--- src/rtl/cnt_pkg.sv ---
// Shared encodings for the counter family: count mode and direction selects.
package cnt_pkg;

  localparam logic MODE_WRAP = 1'b0;
  localparam logic MODE_SAT  = 1'b1;
  localparam logic DIR_DOWN  = 1'b0;
  localparam logic DIR_UP    = 1'b1;

endpackage

--- src/rtl/cnt_ctrl_if.sv ---
// Control/status bundle for cnt_ctrl: the master drives controls, the slave returns count and flags.
interface cnt_ctrl_if #(
  parameter int unsigned WIDTH = 4,
  parameter int unsigned PRE_W = 4
);

  logic             en;
  logic             up_dn;
  logic             mode;
  logic [WIDTH-1:0] max_val;
  logic             load;
  logic [WIDTH-1:0] load_val;
  logic [PRE_W-1:0] pre_div;
  logic             ovf_clr;
  logic [WIDTH-1:0] cnt;
  logic             tc;
  logic             ovf;

  modport master (
    output en, up_dn, mode, max_val, load, load_val, pre_div, ovf_clr,
    input  cnt, tc, ovf
  );

  modport slave (
    input  en, up_dn, mode, max_val, load, load_val, pre_div, ovf_clr,
    output cnt, tc, ovf
  );

endinterface

--- src/rtl/cnt_prescaler.sv ---
// Enable prescaler: tick is high in every (pre_div+1)-th enabled cycle; clr restarts the phase.
module cnt_prescaler #(
  parameter int unsigned PRE_W = 4
) (
  input  logic             clk,
  input  logic             rst,
  input  logic             en,
  input  logic             clr,
  input  logic [PRE_W-1:0] pre_div,
  output logic             tick
);

  logic [PRE_W-1:0] pre_cnt_q, pre_cnt_d;

  assign tick = (pre_cnt_q == pre_div);

  always_comb begin
    pre_cnt_d = pre_cnt_q;
    if (clr) begin
      pre_cnt_d = '0;
    end else if (en) begin
      pre_cnt_d = tick ? '0 : pre_cnt_q + PRE_W'(1);
    end
  end

  always_ff @(posedge clk) begin
    if (rst) begin
      pre_cnt_q <= '0;
    end else begin
      pre_cnt_q <= pre_cnt_d;
    end
  end

endmodule

--- src/rtl/cnt_ctrl.sv ---
// General-purpose up/down counter with modulo, wrap/saturate, load, prescaler and tc/ovf flags.
module cnt_ctrl
  import cnt_pkg::*;
#(
  parameter int unsigned WIDTH = 4,
  parameter int unsigned PRE_W = 4
) (
  input logic       clk,
  input logic       rst,
  cnt_ctrl_if.slave bus
);

  logic [WIDTH-1:0] cnt_q, cnt_d;
  logic             tc_q, tc_d;
  logic             ovf_q, ovf_d;
  logic             tick;
  logic             step;
  logic             at_bound;

  cnt_prescaler #(
    .PRE_W (PRE_W)
  ) u_prescaler (
    .clk     (clk),
    .rst     (rst),
    .en      (bus.en),
    .clr     (bus.load),
    .pre_div (bus.pre_div),
    .tick    (tick)
  );

  always_comb begin
    step     = bus.en & tick & ~bus.load;
    // Counting up from above max_val is treated as already at the boundary.
    at_bound = (bus.up_dn == DIR_UP) ? (cnt_q >= bus.max_val) : (cnt_q == '0);
    cnt_d    = cnt_q;
    tc_d     = 1'b0;
    ovf_d    = ovf_q & ~bus.ovf_clr;
    if (bus.load) begin
      cnt_d = bus.load_val;
    end else if (step) begin
      if (at_bound) begin
        tc_d  = 1'b1;
        ovf_d = 1'b1;
        if (bus.up_dn == DIR_UP) begin
          cnt_d = (bus.mode == MODE_SAT) ? bus.max_val : '0;
        end else begin
          cnt_d = (bus.mode == MODE_SAT) ? '0 : bus.max_val;
        end
      end else begin
        cnt_d = (bus.up_dn == DIR_UP) ? cnt_q + WIDTH'(1) : cnt_q - WIDTH'(1);
      end
    end
  end

  always_ff @(posedge clk) begin
    if (rst) begin
      cnt_q <= '0;
      tc_q  <= 1'b0;
      ovf_q <= 1'b0;
    end else begin
      cnt_q <= cnt_d;
      tc_q  <= tc_d;
      ovf_q <= ovf_d;
    end
  end

  assign bus.cnt = cnt_q;
  assign bus.tc  = tc_q;
  assign bus.ovf = ovf_q;

endmodule

--- src/flat_wrapper.sv ---
// flat-port wrapper written by rule: the top's interface ports become plain ports
module cnt_ctrl_flat import cnt_pkg::*;
#(
  parameter int unsigned WIDTH = 4,
  parameter int unsigned PRE_W = 4
)
  (clk, rst, bus_en, bus_up_dn, bus_mode, bus_max_val, bus_load, bus_load_val, bus_pre_div, bus_ovf_clr, bus_cnt, bus_tc, bus_ovf);
  cnt_ctrl_if #(.WIDTH(WIDTH), .PRE_W(PRE_W)) bus_i ();
  input logic clk;
  input logic rst;
  input wire logic [$bits(bus_i.en)-1:0] bus_en;
  input wire logic [$bits(bus_i.up_dn)-1:0] bus_up_dn;
  input wire logic [$bits(bus_i.mode)-1:0] bus_mode;
  input wire logic [$bits(bus_i.max_val)-1:0] bus_max_val;
  input wire logic [$bits(bus_i.load)-1:0] bus_load;
  input wire logic [$bits(bus_i.load_val)-1:0] bus_load_val;
  input wire logic [$bits(bus_i.pre_div)-1:0] bus_pre_div;
  input wire logic [$bits(bus_i.ovf_clr)-1:0] bus_ovf_clr;
  output wire logic [$bits(bus_i.cnt)-1:0] bus_cnt;
  output wire logic [$bits(bus_i.tc)-1:0] bus_tc;
  output wire logic [$bits(bus_i.ovf)-1:0] bus_ovf;
  assign bus_i.en = bus_en;
  assign bus_i.up_dn = bus_up_dn;
  assign bus_i.mode = bus_mode;
  assign bus_i.max_val = bus_max_val;
  assign bus_i.load = bus_load;
  assign bus_i.load_val = bus_load_val;
  assign bus_i.pre_div = bus_pre_div;
  assign bus_i.ovf_clr = bus_ovf_clr;
  assign bus_cnt = bus_i.cnt;
  assign bus_tc = bus_i.tc;
  assign bus_ovf = bus_i.ovf;
  cnt_ctrl #(.WIDTH(WIDTH), .PRE_W(PRE_W)) u_core (.clk(clk), .rst(rst), .bus(bus_i));
endmodule
--- config.mk ---
export PLATFORM = sky130hd
export DESIGN_NAME = cnt_ctrl_flat
export DESIGN_NICKNAME = d
export VERILOG_FILES = /design/src/rtl/cnt_pkg.sv /design/src/rtl/cnt_ctrl_if.sv /design/src/rtl/cnt_prescaler.sv /design/src/rtl/cnt_ctrl.sv /design/src/flat_wrapper.sv
export SDC_FILE = /design/constraint.sdc
export NUM_CORES = 1
export LEC_CHECK = 0
export CAP_MARGIN = 10
export CORE_MARGIN = 2
export CORE_UTILIZATION = 39
export DETAILED_ROUTE_END_ITERATION = 8
export PLACE_DENSITY_LB_ADDON = 0.05
export REMOVE_ABC_BUFFERS = 1
export SLEW_MARGIN = 20
export SYNTH_ARGS = -nofsm -noshare
export SYNTH_HDL_FRONTEND = slang
export SYNTH_SLANG_ARGS = --single-unit
--- constraint.sdc ---
create_clock -name clk -period 1.9 [get_ports clk]
set_clock_uncertainty 0.05 [all_clocks]
set_input_delay 0.38 -clock clk [delete_from_list [all_inputs] [get_ports clk]]
set_output_delay 0.38 -clock clk [all_outputs]
set_load 0.01 [all_outputs]
# Word level (Yosys, flattened, before mapping)
# Index checks and enable logic that the tools add are counted.
word_totals:
  reg_bits: 10
  inputBits: 19
  output_inout_bits: 6
  elab_cells: 32
classes:
  addsub: 3
  magnitude_cmp: 1
  n_eq_ne: 1
  n_mux: 13
  bitwise_logic: 6
  n_reduce_logical: 4
op_table:
  columns: ["operator", "n"]
  rows:
  - ["4-bit 2-to-1 mux", 8]
  - ["4-bit by 1-bit adder with 4-bit output, second input constant", 2]
  - ["1-bit 2-to-1 mux", 5]
  - ["4-bit equality test", 1]
  - ["4-bit >= comparator", 1]
  - ["4-bit zero test", 1]
  - ["4-bit by 1-bit subtractor with 4-bit output, second input constant", 1]
  - ["1-bit bitwise AND", 3]
  - ["1-bit NOT", 3]
  - ["3-bit OR reduction", 1]
  - ["2-bit nonzero test", 1]
  - ["2-bit OR reduction", 1]

# Longest topological paths before layout
depth:
  ltp_word: 5
  mapped_depth: 7
  mapped_depth_nobuf: 7

# Cells and area by module
# A second synthesis with hierarchy kept.
unflattened:
  cells_unflattened: 94
  hier_area_um2: 865.8
by_module_without_submodules:
  columns: ["mod", "instances", "cells_per_inst", "area_per_inst_um2", "seq_area_each_um2"]
  rows:
  - ["cnt_ctrl", 1, 66, 558.0, 120.1]
  - ["cnt_prescaler", 1, 28, 307.8, 80.1]

# Least setup slack after synthesis
# Ideal clock, no wire load.
synth_timing:
  path_type: "flip-flop to flip-flop"
  from: "reg u_core.cnt_q[0], in the netlist u_core.bus.cnt[0]"
  to: "reg u_core.cnt_q[2], in the netlist u_core.bus.cnt[2]"
  setup_time_ns: 0.117
  t_arrival_ns: 1.816
  required_ns: 1.733
  setup_slack_ns: -0.083
  stages_incl_launch_ff: 8
  path_buffers: 0
  period_less_slack_ns: 1.983
  path_cell_list: "dfxtp_1 inv_1 ha_1 nor2_1 a21oi_1 o221a_1 a221o_1 a32o_1"
synth_via:
  elab_chain_len: 5
  word_cells_on_any_way: 9
  cone_classes: "add/sub: 2; order compare: 1; mux: 5; reduce/logical: 1"
synth_rtl:
  columns: ["item", "line_no", "text"]
  rows:
  - ["from (decl)", "cnt_ctrl.sv:13", "logic [WIDTH-1:0] cnt_q, cnt_d;"]
  - ["from (signal assigned)", "cnt_ctrl.sv:61", "cnt_q <= cnt_d;"]
  - ["4-bit by 1-bit subtractor with 4-bit output, or another cell as far along", "cnt_ctrl.sv:50", "cnt_d = (bus.up_dn == DIR_UP) ? cnt_q + WIDTH'(1) : cnt_q - WIDTH'(1);"]
  - ["4-bit 2-to-1 mux or 1-bit 2-to-1 mux (tied branches)", "cnt_ctrl.sv:50, cnt_ctrl.sv:34", null]
  - ["4-bit 2-to-1 mux (*)", "cnt_ctrl.sv:41", "if (at_bound) begin"]
  - ["4-bit 2-to-1 mux (*)", "cnt_ctrl.sv:40", "end else if (step) begin"]
  - ["4-bit 2-to-1 mux (*)", "cnt_ctrl.sv:38", "if (bus.load) begin"]
# Every way passes the cells marked *; elsewhere a longest branch is shown, timed or not. The select of a mux whose other input is x is not followed.
# A chain may end at the register's enable or synchronous reset.

# Worst setup path after layout
layout_timing:
  from: "reg u_core.cnt_q[0], in the netlist u_core.bus.cnt[0]"
  to: "reg u_core.cnt_q[1], in the netlist u_core.bus.cnt[1]"
# The elaborated chain is that of the path after synthesis.

==> reports/results.md <==
| Group | Item | This run |
|:---|:---|:---|
| place | Routability cong. | 0.761 |
| power and ir drop | Pwr dens | 528 nW/um^2 |
| synth | Syn_area_per_cell | 9.40 sq um |
| routing | Initial detailed-routing violation count | 6 |
| finish | Finished Core Util | 69.1% |
| finish | Antenna diodes | 0 |
| sta | Slew margin rel. | 72.3% |
| worst hold path | Hold path cells | 2 |
| setup path | Startpoint of the worst register-to-register path | u_core.bus.cnt[0] |
| sta | Final Setup Violations | 0 |
| floorplan | Site row count | 15 |
| routing | Routed length per placed instance | 12.1 um |
| routing | DRC violations left | 0 |
| routing | Post-detailed-route count of antenna-violating nets | 0 |
| floorplan | Die height | 46.2 um |
| clocking | Count of clock tree sinks | 10 |
| global route | Global-route congestion overflow total | 0 |
| synth | Async set-or-reset flop fraction in the synthesized netlist | 0% |
| worst hold path | Endpoint of the worst hold-timing path | u_core.u_prescaler.pre_cnt_q[3] |
| setup path | Reg-to-reg setup timing slack | 30 ps |
| clocking | CTS H-tree lvls | 1 |
| finish | Area grow syn2layout | 69.6% |
| clocking | Clock-pin slew reported for the worst setup and hold paths after clock tree synthesis | 70 ps |
| setup path | Critical register-to-register path endpoint | u_core.bus.cnt[1] |
| finish | Number of nets in the layout | 145 |
| clocking | Bufs on Longest Clock Path | 2 |
| synth | Area of the mapped netlist | 696 sq um |
| place | Cells after DPL | 137 |
| sta | Hold violation total from the final report | 0 |
| finish | Share of cells above drive strength 1 | 30.8% |
| power and ir drop | Leak Pwr | 0.509 nW |
| setup path | Data arrival at the endpoint of the critical path | 1980 ps |
| setup path | Startpoint-to-endpoint class of the critical path | reg -> reg |
| routing | Via Count | 701 |
| setup path | Launch point of the critical path | u_core.bus.cnt[0] |
| outcome | Outcome | complete, no violations |
| place | HPWL after detailed placement | 1360 um |
| finish | Finished Cell Area | 1180 sq um |
| sta | Max Transition Viols Final | 0 |
| routing | Total routed wirelength | 1710 um |
| global route | Wire length of the first global-routing pass | 2870 um |
| floorplan | Starting Density | 40.7% |
| floorplan | Die extent in x | 46.2 um |
| synth | Number of warnings printed during yosys synthesis | 0 |
| setup path | Worst Setup End Kind | register |
| worst hold path | Path type of the worst min-delay path | reg -> reg |
| sta | Slew at the pin with the worst max-slew slack | 412 ps |
| place | Post-Place Cell Area | 1070 sq um |
| global route | Largest net degree at the start of global routing | 9 |
| synth | Main flop type after synthesis | dfxtp_1 |
| sta | Final Cycle Share | 98.4% |
| global route | Via count of the first global-routing pass | 682 |
| routing | Post-DR vias/cell | 4.94 |
| power and ir drop | Total power after layout | 623 uW |
| finish | Count of placed standard cells in the final layout, fillers left out | 142 |
| finish | Filler Cells Inserted | 145 |
| synth | Sequential area share after synthesis | 28.8% |
| setup path | Type of origin of the critical path | register |
| floorplan | Number of top-level design ports | 25 |
| sta | Final critical delay including setup and external delays | 1870 ps |
| setup path | Maximum fanout count along the critical path | 3 |
| clocking | CTS tree | done |
| setup path | Depth of the most critical reg-to-reg path | 7 |
| synth | Post-synth EDFFs | 0 |
| run | Maximum capacitance violations | 0 |
| synth | Number of library cell types mapped by synthesis | 27 |
| setup path | Critical path data required time | 2010 ps |
| synth | Number of cells produced by synthesis | 74 |
| clocking | Number of hold-repair buffers added at the cts stage | 0 |
| synth | Post-synthesis sequential element count | 10 |
| floorplan | Total core area | 1710 sq um |
| clocking | Clock latency reported for the late side of the worst-skew pair | 260 ps |
| floorplan | Die Outline Area | 2140 sq um |
| sta | Setup total negative slack | 0 ps |
| power and ir drop | Highest ir drop seen on vdd | 0.340 mV |
| routing | First-pass iteration count of the detailed router | 4 |
| place | PortBufs | 24 |
| worst hold path | Min-Delay Startpoint | u_core.u_prescaler.pre_cnt_q[3] |
| sta | Maximum clock rate | 535 MHz |
| global route | Total GRT Usage | 18.7% |
| clocking | Cell at the root of the clock tree | clkbuf_4 |
| sta | RSZ-0062 raised after global routing | true |
| clocking | Number of buffers added by the clock tree synthesis step | 3 |
| global route | Antenna violations before repair | 0 |
[how the worst max path moves through the flow]
stage,depth (start not counted),endpoint,slack [ps]
2_1_floorplan,7,u_core.bus.cnt[2],-80
3_3_place_gp,7,u_core.bus.cnt[2],-570
3_5_place_dp,7,u_core.bus.cnt[2],-570
4_1_cts,7,u_core.bus.cnt[2],0.7
5_1_grt,7,u_core.bus.cnt[1],-50
6_report,7,u_core.bus.cnt[1],30
[sequential cells by signal, summed over array words and instances, names as in the netlist]
signal,flops
u_core.bus.cnt,4
u_core.bus.ovf,1
u_core.bus.tc,1
u_core.u_prescaler.pre_cnt_q,4
[routing by layer]
metal | GRT usage (%) | wire [um] | up-vias
li1 | - | - | 356
met1 | 23.6 | 739 | 318
met5 | 0 | 0 | -
met4 | 6.86 | 24 | 0
met3 | 2.35 | 73 | 5
met2 | 31.9 | 875 | 22
[metrics by stage]
step                setup WS (ps)  hold slack (ps)
floorplan                   -83.1              402
global placement             -572              466
detailed placement           -572              474
CTS                         0.748              494
global route                -50.0              534
finish                       29.9              499
[power by group]
part           switching [mW]  total, mW  internal, mW
Sequential            0.00675      0.224         0.218
Clock                  0.0759      0.192         0.116
Combinational          0.0869      0.206         0.119
Total                   0.169      0.623         0.454
[synthesized netlist by cell type (2+ instances only)]
cell      instances  area share [%]
dfxtp_1          10              29
ha_1              7              13
nor2_1            7             3.8
xor2_1            7             8.8
inv_1             5             2.7
a221o_1           4             5.8
nand2_1           4             2.2
xnor2_1           4             5.0
a32o_1            3             4.3
a21oi_1           2             1.4
mux2i_1           2             2.9
nand2b_1          2             1.8
nor3_1            2             1.4
nor4_1            2             1.8
[worst max-delay path, stage by stage (launching register included)]
cell	delay, ps
dfxtp_2	330
inv_2	40
ha_1	280
nor2_2	130
a21oi_2	80
o221a_1	260
a221o_1	330
a32o_1	260
[cells in the final DEF, fill, tap and decap left out, types with 2 or more instances in the layout]
cell,n
a32o_1,3
inv_1,3
nor3_1,2
xnor2_1,4
xor2_1,7
nand2b_1,2
clkbuf_4,3
clkdlybuf4s50_1,19
dfxtp_2,3
ha_4,3
a221o_1,4
nor2_1,6
ha_1,4
clkdlybuf4s15_1,3
nand2_1,4
dfxtp_1,7
inv_2,3
a21oi_2,2
buf_4,16
mux2i_1,2
[area by class of cell]
cell class	instances	area [sq um]	share of cell area, %
Clock buffer	4	36.3	3.08
Tap cell	25	31.3	2.65
Inverter	6	22.5	1.91
Timing Repair Buffer	40	354	30.0
Sequential cell	10	204	17.3
Multi-Input combinational cell	57	532	45.1
[cells by family after synthesis]
kind of cell / count (synthesis) / synth area share (%)
compound gates: 15 / 19.8
buf+inv: 7 / 4.32
xor+xnor: 11 / 13.8
simple gates: 21 / 14.9
flops: 10 / 28.8
fa+ha+maj: 8 / 15.5
mux: 2 / 2.88
[what timing repair did]
item                       4_1_cts  5_1_grt
setup endpoints to repair        6        5
resized for setup               12       12
pin swaps                       10        9
buffers inserted                 1        0
No activity file was read; power rests on OpenSTA's default activity.
==> RTL change (config.mk and constraints unchanged) <==
Make the reset (`rst`) asynchronous in 2 clocked blocks.
--- a/src/rtl/cnt_prescaler.sv
+++ b/src/rtl/cnt_prescaler.sv
@@ -25,3 +25,3 @@
 
-  always_ff @(posedge clk) begin
+  always_ff @(posedge clk or posedge rst) begin
     if (rst) begin
--- a/src/rtl/cnt_ctrl.sv
+++ b/src/rtl/cnt_ctrl.sv
@@ -54,3 +54,3 @@
 
-  always_ff @(posedge clk) begin
+  always_ff @(posedge clk or posedge rst) begin
     if (rst) begin
Formal check against the unedited RTL: differs if rst is asserted again (counterexample within 4 cycles, from zero or initial values and one cycle with rst high); with rst held inactive, the same outputs for 10 cycles.
==> RTL change against the unedited design <==
- area after synthesis grew 16%
- total power increased by 18%
- via count grew 10%
- combinational power rose by 45%
- wire length up 15%
- worst setup slack improved by 0.029 ns
- sequential share of layout area rose by 2.1 points
- sequential cell count is the same
- core utilization fell by 3.3 points
- hold slack got worse by 0.17 ns
- design area is 9.3% higher
==> RTL change: results <==
[run_status]
status = "complete, no violations"

[finish]
n_fill_cell = 186
layout.nonclk_buf_frac = 0.281
n_all_buffers = 41
n_sequential_cell = 10
fin_nets = 157
clkCellAreaFrac = 0.0281
multi_input_area_um2 = 581
comb.multi_input.count = 67
n_all_inverters = 7
drive_gt1_frac = 0.310
register_area_um2 = 250

[clocking]
clock_path_buffers = 2
cts_buffers = 3
path_clk_slew_ns = 0.07
cts_resized = 11
postCtsSetupRepairBufs = 1

[power_and_ir_drop]
p_leak_nw = 0.575
ir_drop_mv = 0.436

[drt]
drt_iter0_drc = 16
dr.pass1.iters = 4
via_per_inst = 4.95
wirelength_um = 1960
post_drt_wl_per_cell_um = 12.6

[place]
port_buffers = 24
place.gp.congestion = 0.790
dp_cells = 151
preCtsSetupSlack_ns = -0.467
dp_hpwl_um = 1540

[critical_path]
arrival_ns = 1.98
cp_top_family = "buffers and inverters"
critPathSlowestCell = "clkdlybuf4s50_1"
worstSetupEndpoint = "u_core.bus.cnt[2]"
cp-startpoint = "bus_up_dn"
reg2reg_from = "u_core.bus.cnt[0]"
max_stage_delay_ns = 0.47
reg2reg_slack_ns = 0.07

[logic_synthesis]
netlist_instances = 87
async_reset_ff_frac = 1.00
synth-seq-area-share = 0.309
synth_area_leaders = "dfrtp_1 (31%), ha_1 (11%), xnor2_1 (5.4%), xor2_1 (5.4%), nand2_1 (5.1%)"
synth_cell_type_count = 34
synth_common_cells = "nand2_1 (11), dfrtp_1 (10), ha_1 (7), inv_1 (7), a21oi_1 (6)"

[grt]
grt_pass1_wl_um = 3460
grtUsageTotal = 0.186
grt_max_degree = 11
antenna_found_initial = 0
first_global_vias = 756

[hold_path]
hold_path.class = "in -> async"

[sta]
slew_headroom = 0.736
setup_slack_ns = 0.0586
holdWs_ns = 0.329
[RTL change: metrics by stage]
step           utilization  instance area (um2)
2_1_floorplan            -                  797
3_3_place_gp         0.607                 1190
3_5_place_dp         0.607                 1190
4_1_cts              0.644                 1260
5_1_grt              0.658                 1290
6_report             0.658                 1290
[RTL change: cells by family (layout without fill, tap and decap cells)]
family / after synthesis / in the layout / share of synthesized area
XOR/XNOR: 10 / 10 / 0.108
AO/OA/AOI/OAI: 21 / 21 / 0.196
adder cells (fa/ha/maj): 8 / 8 / 0.133
flip-flops: 10 / 10 / 0.309
multiplexers: 1 / 1 / 0.0139
buffers and inverters: 10 / 52 / 0.0479
AND/OR/NAND/NOR: 27 / 27 / 0.192
[RTL change: power breakdown]
group,switching (mW),total [mW],internal (mW)
Sequential,0.0146,0.241,0.226
Combinational,0.133,0.299,0.165
Clock,0.0778,0.194,0.117
[RTL change: layer usage]
layer  GRT usage  wire length (um)
met4      0.0278                11
met1       0.260               963
met5           0                 0
met2       0.284               871
met3      0.0636               118
